## config.mk

```make
export PLATFORM = sky130hd
export DESIGN_NAME = lsu_mem_ctrl
export DESIGN_NICKNAME = d
export VERILOG_FILES = /design/src/rtl/lsu_pkg.sv /design/src/rtl/lsu_store_merge.sv /design/src/rtl/lsu_mem_ctrl.sv
export SDC_FILE = /design/constraint.sdc
export NUM_CORES = 1
export LEC_CHECK = 0
export ABC_AREA = 1
export BUFFER_PORTS_ARGS = -buffer_cell sky130_fd_sc_hd__buf_2
export CORE_MARGIN = 1.5
export CORE_UTILIZATION = 35
export DETAILED_ROUTE_END_ITERATION = 12
export HOLD_SLACK_MARGIN = 0.02
export SLEW_MARGIN = 20
export SYNTH_ARGS = -nofsm -noshare
export SYNTH_HDL_FRONTEND = slang
export SYNTH_SLANG_ARGS = --single-unit
```

## constraint.sdc

```tcl
create_clock -name clk -period 1.67 [get_ports clk]
set_input_delay 0.4175 -clock clk [delete_from_list [all_inputs] [get_ports clk]]
set_output_delay 0.4175 -clock clk [all_outputs]
set_load 0.05 [all_outputs]
```

## src/rtl/lsu_pkg.sv

```systemverilog
// rtl/lsu_pkg.sv - shared types, constants and helpers for the load/store unit
//
// Contents:
//   F3_*             RV32 load/store width codes (funct3)
//   lsu_state_t      controller state encoding
//   lsu_extend       sign/zero extension of right-aligned load data
//   lsu_misaligned   alignment and funct3 legality check at accept
package lsu_pkg;

  localparam logic [2:0] F3_B  = 3'b000;
  localparam logic [2:0] F3_H  = 3'b001;
  localparam logic [2:0] F3_W  = 3'b010;
  localparam logic [2:0] F3_BU = 3'b100;
  localparam logic [2:0] F3_HU = 3'b101;

  typedef enum logic [2:0] {
    IDLE   = 3'd0,
    LD     = 3'd1,
    CAP    = 3'd2,
    RMW_RD = 3'd3,
    MERGE  = 3'd4,
    WR     = 3'd5,
    RESP   = 3'd6
  } lsu_state_t;

  // emu_ram has already shifted the addressed lane down to bit 0.
  function automatic logic [31:0] lsu_extend(input logic [2:0] funct3, input logic [31:0] q);
    logic [31:0] r;
    case (funct3)
      F3_B:    r = {{24{q[7]}}, q[7:0]};
      F3_BU:   r = {24'h0, q[7:0]};
      F3_H:    r = {{16{q[15]}}, q[15:0]};
      F3_HU:   r = {16'h0, q[15:0]};
      default: r = q;
    endcase
    return r;
  endfunction

  // Returns 1 for anything that must not touch memory: misaligned halves
  // and words, reserved funct3 codes, and unsigned widths on stores.
  function automatic logic lsu_misaligned(input logic [2:0] funct3, input logic [1:0] addr,
                                          input logic we);
    logic bad;
    case (funct3)
      F3_B:    bad = 1'b0;
      F3_H:    bad = addr[0];
      F3_W:    bad = (addr != 2'b00);
      F3_BU:   bad = we;
      F3_HU:   bad = we | addr[0];
      default: bad = 1'b1;
    endcase
    return bad;
  endfunction

endpackage

```

## src/rtl/lsu_store_merge.sv

```systemverilog
// rtl/lsu_store_merge.sv - combinational byte/half lane merge for sub-word stores
//
// Ports:
//   old_word  in  32  word read back from memory
//   wdata     in  16  right-aligned store data (only low byte used for sb)
//   funct3    in   3  F3_H replaces a half, anything else replaces a byte
//   offset    in   2  byte offset of the store within the word
//   merged    out 32  old_word with the addressed lane(s) replaced
module lsu_store_merge
  import lsu_pkg::*;
(
  input  logic [31:0] old_word,
  input  logic [15:0] wdata,
  input  logic [2:0]  funct3,
  input  logic [1:0]  offset,
  output logic [31:0] merged
);

  always_comb begin
    merged = old_word;
    if (funct3 == F3_H) begin
      if (offset[1]) merged[31:16] = wdata;
      else           merged[15:0]  = wdata;
    end else begin
      merged[{offset, 3'b000} +: 8] = wdata[7:0];
    end
  end

endmodule

```

## src/rtl/lsu_mem_ctrl.sv

```systemverilog
// rtl/lsu_mem_ctrl.sv - load/store controller between the memory stage and emu_ram
//
// Optional feature macro: LSU_RMW_EN (read-modify-write for sb/sh).
//
// Ports:
//   clk, rstn                        clock, asynchronous active-low reset
//   req_valid/req_ready              request handshake (ready only in IDLE)
//   req_we, req_funct3, req_addr,    request: store flag, width code, byte
//   req_wdata                        address, right-aligned store data
//   resp_valid/resp_ready            response handshake
//   resp_rdata, resp_err             extended load data, error flag
//   mem_rwtyp, mem_addr, mem_data,   emu_ram control/address/data pins
//   mem_wren, mem_rden
//   mem_q                            emu_ram read data, one clock after mem_rden
module lsu_mem_ctrl
  import lsu_pkg::*;
#(
  parameter int ADDR_WIDTH = 32,
  parameter int DATA_WIDTH = 32
) (
  input  logic                  clk,
  input  logic                  rstn,
  input  logic                  req_valid,
  output logic                  req_ready,
  input  logic                  req_we,
  input  logic [2:0]            req_funct3,
  input  logic [ADDR_WIDTH-1:0] req_addr,
  input  logic [DATA_WIDTH-1:0] req_wdata,
  output logic                  resp_valid,
  input  logic                  resp_ready,
  output logic [DATA_WIDTH-1:0] resp_rdata,
  output logic                  resp_err,
  output logic [2:0]            mem_rwtyp,
  output logic [ADDR_WIDTH-1:0] mem_addr,
  output logic [DATA_WIDTH-1:0] mem_data,
  output logic                  mem_wren,
  output logic                  mem_rden,
  input  logic [DATA_WIDTH-1:0] mem_q
);

  lsu_state_t            state_q, state_d;
  logic [2:0]            f3_q;
  logic [ADDR_WIDTH-1:0] addr_q;
  logic [DATA_WIDTH-1:0] wdata_q;
  logic [DATA_WIDTH-1:0] rdata_q;
  logic                  err_q;
  logic                  accept;
  logic                  accept_err;
  logic [ADDR_WIDTH-1:0] addr_word;

  assign accept     = (state_q == IDLE) && req_valid;
  assign accept_err = lsu_misaligned(req_funct3, req_addr[1:0], req_we);
  assign addr_word  = {addr_q[ADDR_WIDTH-1:2], 2'b00};

`ifdef LSU_RMW_EN
  logic [DATA_WIDTH-1:0] merge_q;
  logic [DATA_WIDTH-1:0] merged;

  lsu_store_merge u_merge (
    .old_word (mem_q),
    .wdata    (wdata_q[15:0]),
    .funct3   (f3_q),
    .offset   (addr_q[1:0]),
    .merged   (merged)
  );
`endif

  always_ff @(posedge clk or negedge rstn) begin
    if (!rstn) state_q <= IDLE;
    else       state_q <= state_d;
  end

  always_comb begin
    state_d    = state_q;
    req_ready  = 1'b0;
    resp_valid = 1'b0;
    mem_rwtyp  = 3'b000;
    mem_addr   = '0;
    mem_data   = '0;
    mem_wren   = 1'b0;
    mem_rden   = 1'b0;
    case (state_q)
      IDLE: begin
        req_ready = 1'b1;
        if (req_valid) begin
          if (accept_err)              state_d = RESP;
          else if (!req_we)            state_d = LD;
          else if (req_funct3 == F3_W) state_d = WR;
`ifdef LSU_RMW_EN
          else                         state_d = RMW_RD;
`else
          else                         state_d = WR;
`endif
        end
      end
      LD: begin
        mem_rden  = 1'b1;
        mem_rwtyp = f3_q;
        mem_addr  = addr_q;
        state_d   = CAP;
      end
      CAP: state_d = RESP;
`ifdef LSU_RMW_EN
      RMW_RD: begin
        mem_rden  = 1'b1;
        mem_rwtyp = F3_W;
        mem_addr  = addr_word;
        state_d   = MERGE;
      end
      MERGE: state_d = WR;
      WR: begin
        mem_wren  = 1'b1;
        mem_rwtyp = F3_W;
        mem_addr  = addr_word;
        mem_data  = (f3_q == F3_W) ? wdata_q : merge_q;
        state_d   = RESP;
      end
`else
      // Sub-word stores rely on emu_ram's native write, which replaces the whole word.
      WR: begin
        mem_wren  = 1'b1;
        mem_rwtyp = f3_q;
        mem_addr  = addr_q;
        mem_data  = wdata_q;
        state_d   = RESP;
      end
`endif
      RESP: begin
        resp_valid = 1'b1;
        if (resp_ready) state_d = IDLE;
      end
      default: state_d = IDLE;
    endcase
  end

  always_ff @(posedge clk or negedge rstn) begin
    if (!rstn) begin
      f3_q    <= 3'b000;
      addr_q  <= '0;
      wdata_q <= '0;
      rdata_q <= '0;
      err_q   <= 1'b0;
    end else if (accept) begin
      f3_q    <= req_funct3;
      addr_q  <= req_addr;
      wdata_q <= req_wdata;
      rdata_q <= '0;
      err_q   <= accept_err;
    end else if (state_q == CAP) begin
      rdata_q <= lsu_extend(f3_q, mem_q);
    end
  end

`ifdef LSU_RMW_EN
  always_ff @(posedge clk or negedge rstn) begin
    if (!rstn)                 merge_q <= '0;
    else if (state_q == MERGE) merge_q <= merged;
  end
`endif

  assign resp_rdata = rdata_q;
  assign resp_err   = err_q;

endmodule

```

==> flow_summary.ini <==
[global_routing]
grt-ovfl-total = 0
grt_max_degree = 89
grt_util_all_layers = 0.191
grt_antenna_before_repair = 0
grt_pass1_wl_um = 21500
grt_pass1_vias = 4454

[final_layout]
final_common_cell = nand2_1
antenna_cells = 0
utilization = 0.562
area_growth_pct = 55.1
layout.cells.most_common_list = 186 x nand2_1, 135 x buf_2, 101 x dfrtp_1, 73 x inv_1, 68 x buf_6
fin_nets = 910
drive_gt1_frac = 0.406
stdcell_count = 982

[synthesis]
yosysUniqueCellTypes = 21
synthCells = 593
yosys_warnings = 0
ys_ff_latch = 103
avgSynthCellArea_sq_um = 7.80
synth_seq_area_share = 0.557
syn_nets = 697
syn_area_sq_mm = 0.00463

[clocking]
clk-insertion-delay-late_ps = 340
root_buffer = clkbuf_16
cts_made_buffers = 9
clock-sinks = 103
cts_htree_levels = 3
ctsHoldBuffers = 0
clkSlewWorstSetupHoldPaths_ps = 70
clock_path_buffers = 2
cts_tree = built

[floorplanning]
placementRows = 41
die_w_um = 118
die_h_um = 118
die_area_sq_mm = 0.0139
initial_core_util = 0.362
coreArea_sq_mm = 0.0128
io_pins = 208

[setup_path]
startpoint = state_q[1]$_DFFE_PN0P_
crit_chain = inv_2 -> nand2_4 -> clkbuf_16 -> nor2_4 -> buf_6
crit_fanout = 8
worst-setup-path-type = flop to primary output
start_kind = flop
cp_slowest_cell = dfrtp_1
max_stage_delay_ps = 390
worstReg2RegStart = state_q[0]$_DFFE_PN0P_
arrival_ps = 1460
cp.required_ps = 1250
cp-end-kind = primary output

[placement]
hpwl_um = 8880
place_congestion = 0.813
dp_cells = 959
post-place-ws_ps = -34.0
portBuffers = 207

[drt]
routedWlPerCell_um = 13.9
drt_pass1_iterations = 4
first_iter_violations = 198
wirelength_um = 13600
via_per_inst = 4.58
vias = 4502
drc = 0
ant_nets = 0

[sta]
setup_slack_ps = -205
fin_crit_sh = 1.12
rsz0062_at_grt = true
holdWs_ps = 47.6
slew_headroom = 0.698
period_needed_ps = 1870
finalMaxSlewViolations = 0
fmax_ghz = 0.533
tightestPinTransition_ps = 452
hold_viol = 0
fin_skew_ps = 6.89
setup_viol = 71

[power]
swShare = 0.459
p_switching_w = 0.00545
intPower_w = 0.00644
pwr-share-comb = 0.492
p_seq_frac = 0.339
p_leak_nw = 3.76
powerDensity_mw_per_mm2 = 1660
pwr-share-clk = 0.169
peakVddDrop_mv = 0.597

[flow_run]
max-cap-violations = 0

[worst_hold_path]
hold_class = primary input to async pin

[status]
status = finished with violations
violations = setup timing
through the flow:
step / area (sq um) / setup TNS, ps / power, W
floorplan: 4940 / -5590 / 0.00820
global placement: 6220 / 0 / 0.00933
detailed placement: 6220 / -34.0 / 0.00946
CTS: 7030 / -13560 / 0.0118
global route: 7180 / -17390 / 0.0128
finish: 7180 / -12730 / 0.0119
power by group through the flow:
stage	combinational [W]	clock (W)	sequential, W
final	0.00585	0.00201	0.00403
after detailed placement	0.00539	0	0.00407
after global placement	0.00528	0	0.00405
after global routing	0.00643	0.00218	0.00415
after floorplan	0.00322	0	0.00499
after CTS	0.00571	0.00208	0.00402
what timing repair did:
action | in CTS | in global routing
pin swaps | 2 | 2
setup buffers | 2 | 0
setup endpoints to repair | 75 | 94
resized for setup | 153 | 11
gates cloned | 2 | 4
worst max-delay path, delay by kind of cell, from the launching register on:
| kind | cells | cell delay [ps] |
|---|---|---|
| buf+inv | 3 | 480 |
| simple gates | 2 | 230 |
| flops | 1 | 390 |
cell families after synthesis:
family / count (synthesis) / synth area share
compound gates: 78 / 0.0849
simple gates: 304 / 0.258
buf+inv: 108 / 0.100
flops: 103 / 0.557
per-layer routing:
layer  GRT usage  up-vias  part of all wire
met2       0.304      169              0.46
met1       0.256     2104              0.45
met5           0        -                 0
met3      0.0489       15             0.069
met4      0.0610        0             0.013
li1            -     2214                 -
worst paths after layout:
path                                               to  slack [ps]  cells past startpoint
max                                      mem_addr[20]        -200                      5
min                         resp_rdata[6]$_DFFE_PN0P_          50                      2
max reg2reg                    addr_q[22]$_DFFE_PN0P_         140                      7
min reg2reg                resp_rdata[30]$_DFFE_PN0P_         470                      2
max in group asynchronous      state_q[0]$_DFFE_PN0P_        1320                      2
min in group clk            resp_rdata[1]$_DFFE_PN0P_         270                      3
flip-flops by register name, indices dropped and copies added, names as in the netlist:
signal and cells:
wdata_q 32, resp_rdata 32, state_q 3, f3_q 3, addr_q 32, resp_err 1
synthesized netlist by cell type:
cell type	instances	area, sq um
nand4_2	1	12.5
o21a_1	1	7.51
nor2_4	2	22.5
buf_1	1	3.75
buf_2	12	60.1
nand2_1	187	702
nand4_1	1	6.26
inv_4	1	6.26
buf_6	2	22.5
a21oi_1	1	5.00
nand2_4	1	11.3
inv_2	5	18.8
o21ai_0	12	60.1
clkbuf_1	7	26.3
nand3_1	5	25.0
inv_1	73	274
nor2_1	105	394
dfrtp_1	103	2580
o21ai_1	64	320
nand3_2	2	20.0
buf_4	7	52.6
area by class of cell:
class	instances	area [sq um]
well taps	172	215
inverters	79	302
multi-input cells	383	1940
flip-flops and latches	103	2580
fillers	1163	5590
clock inverters	2	15.0
clock buffers	13	270
repair buffers	230	1850
(Power assumes the default switching activity.)
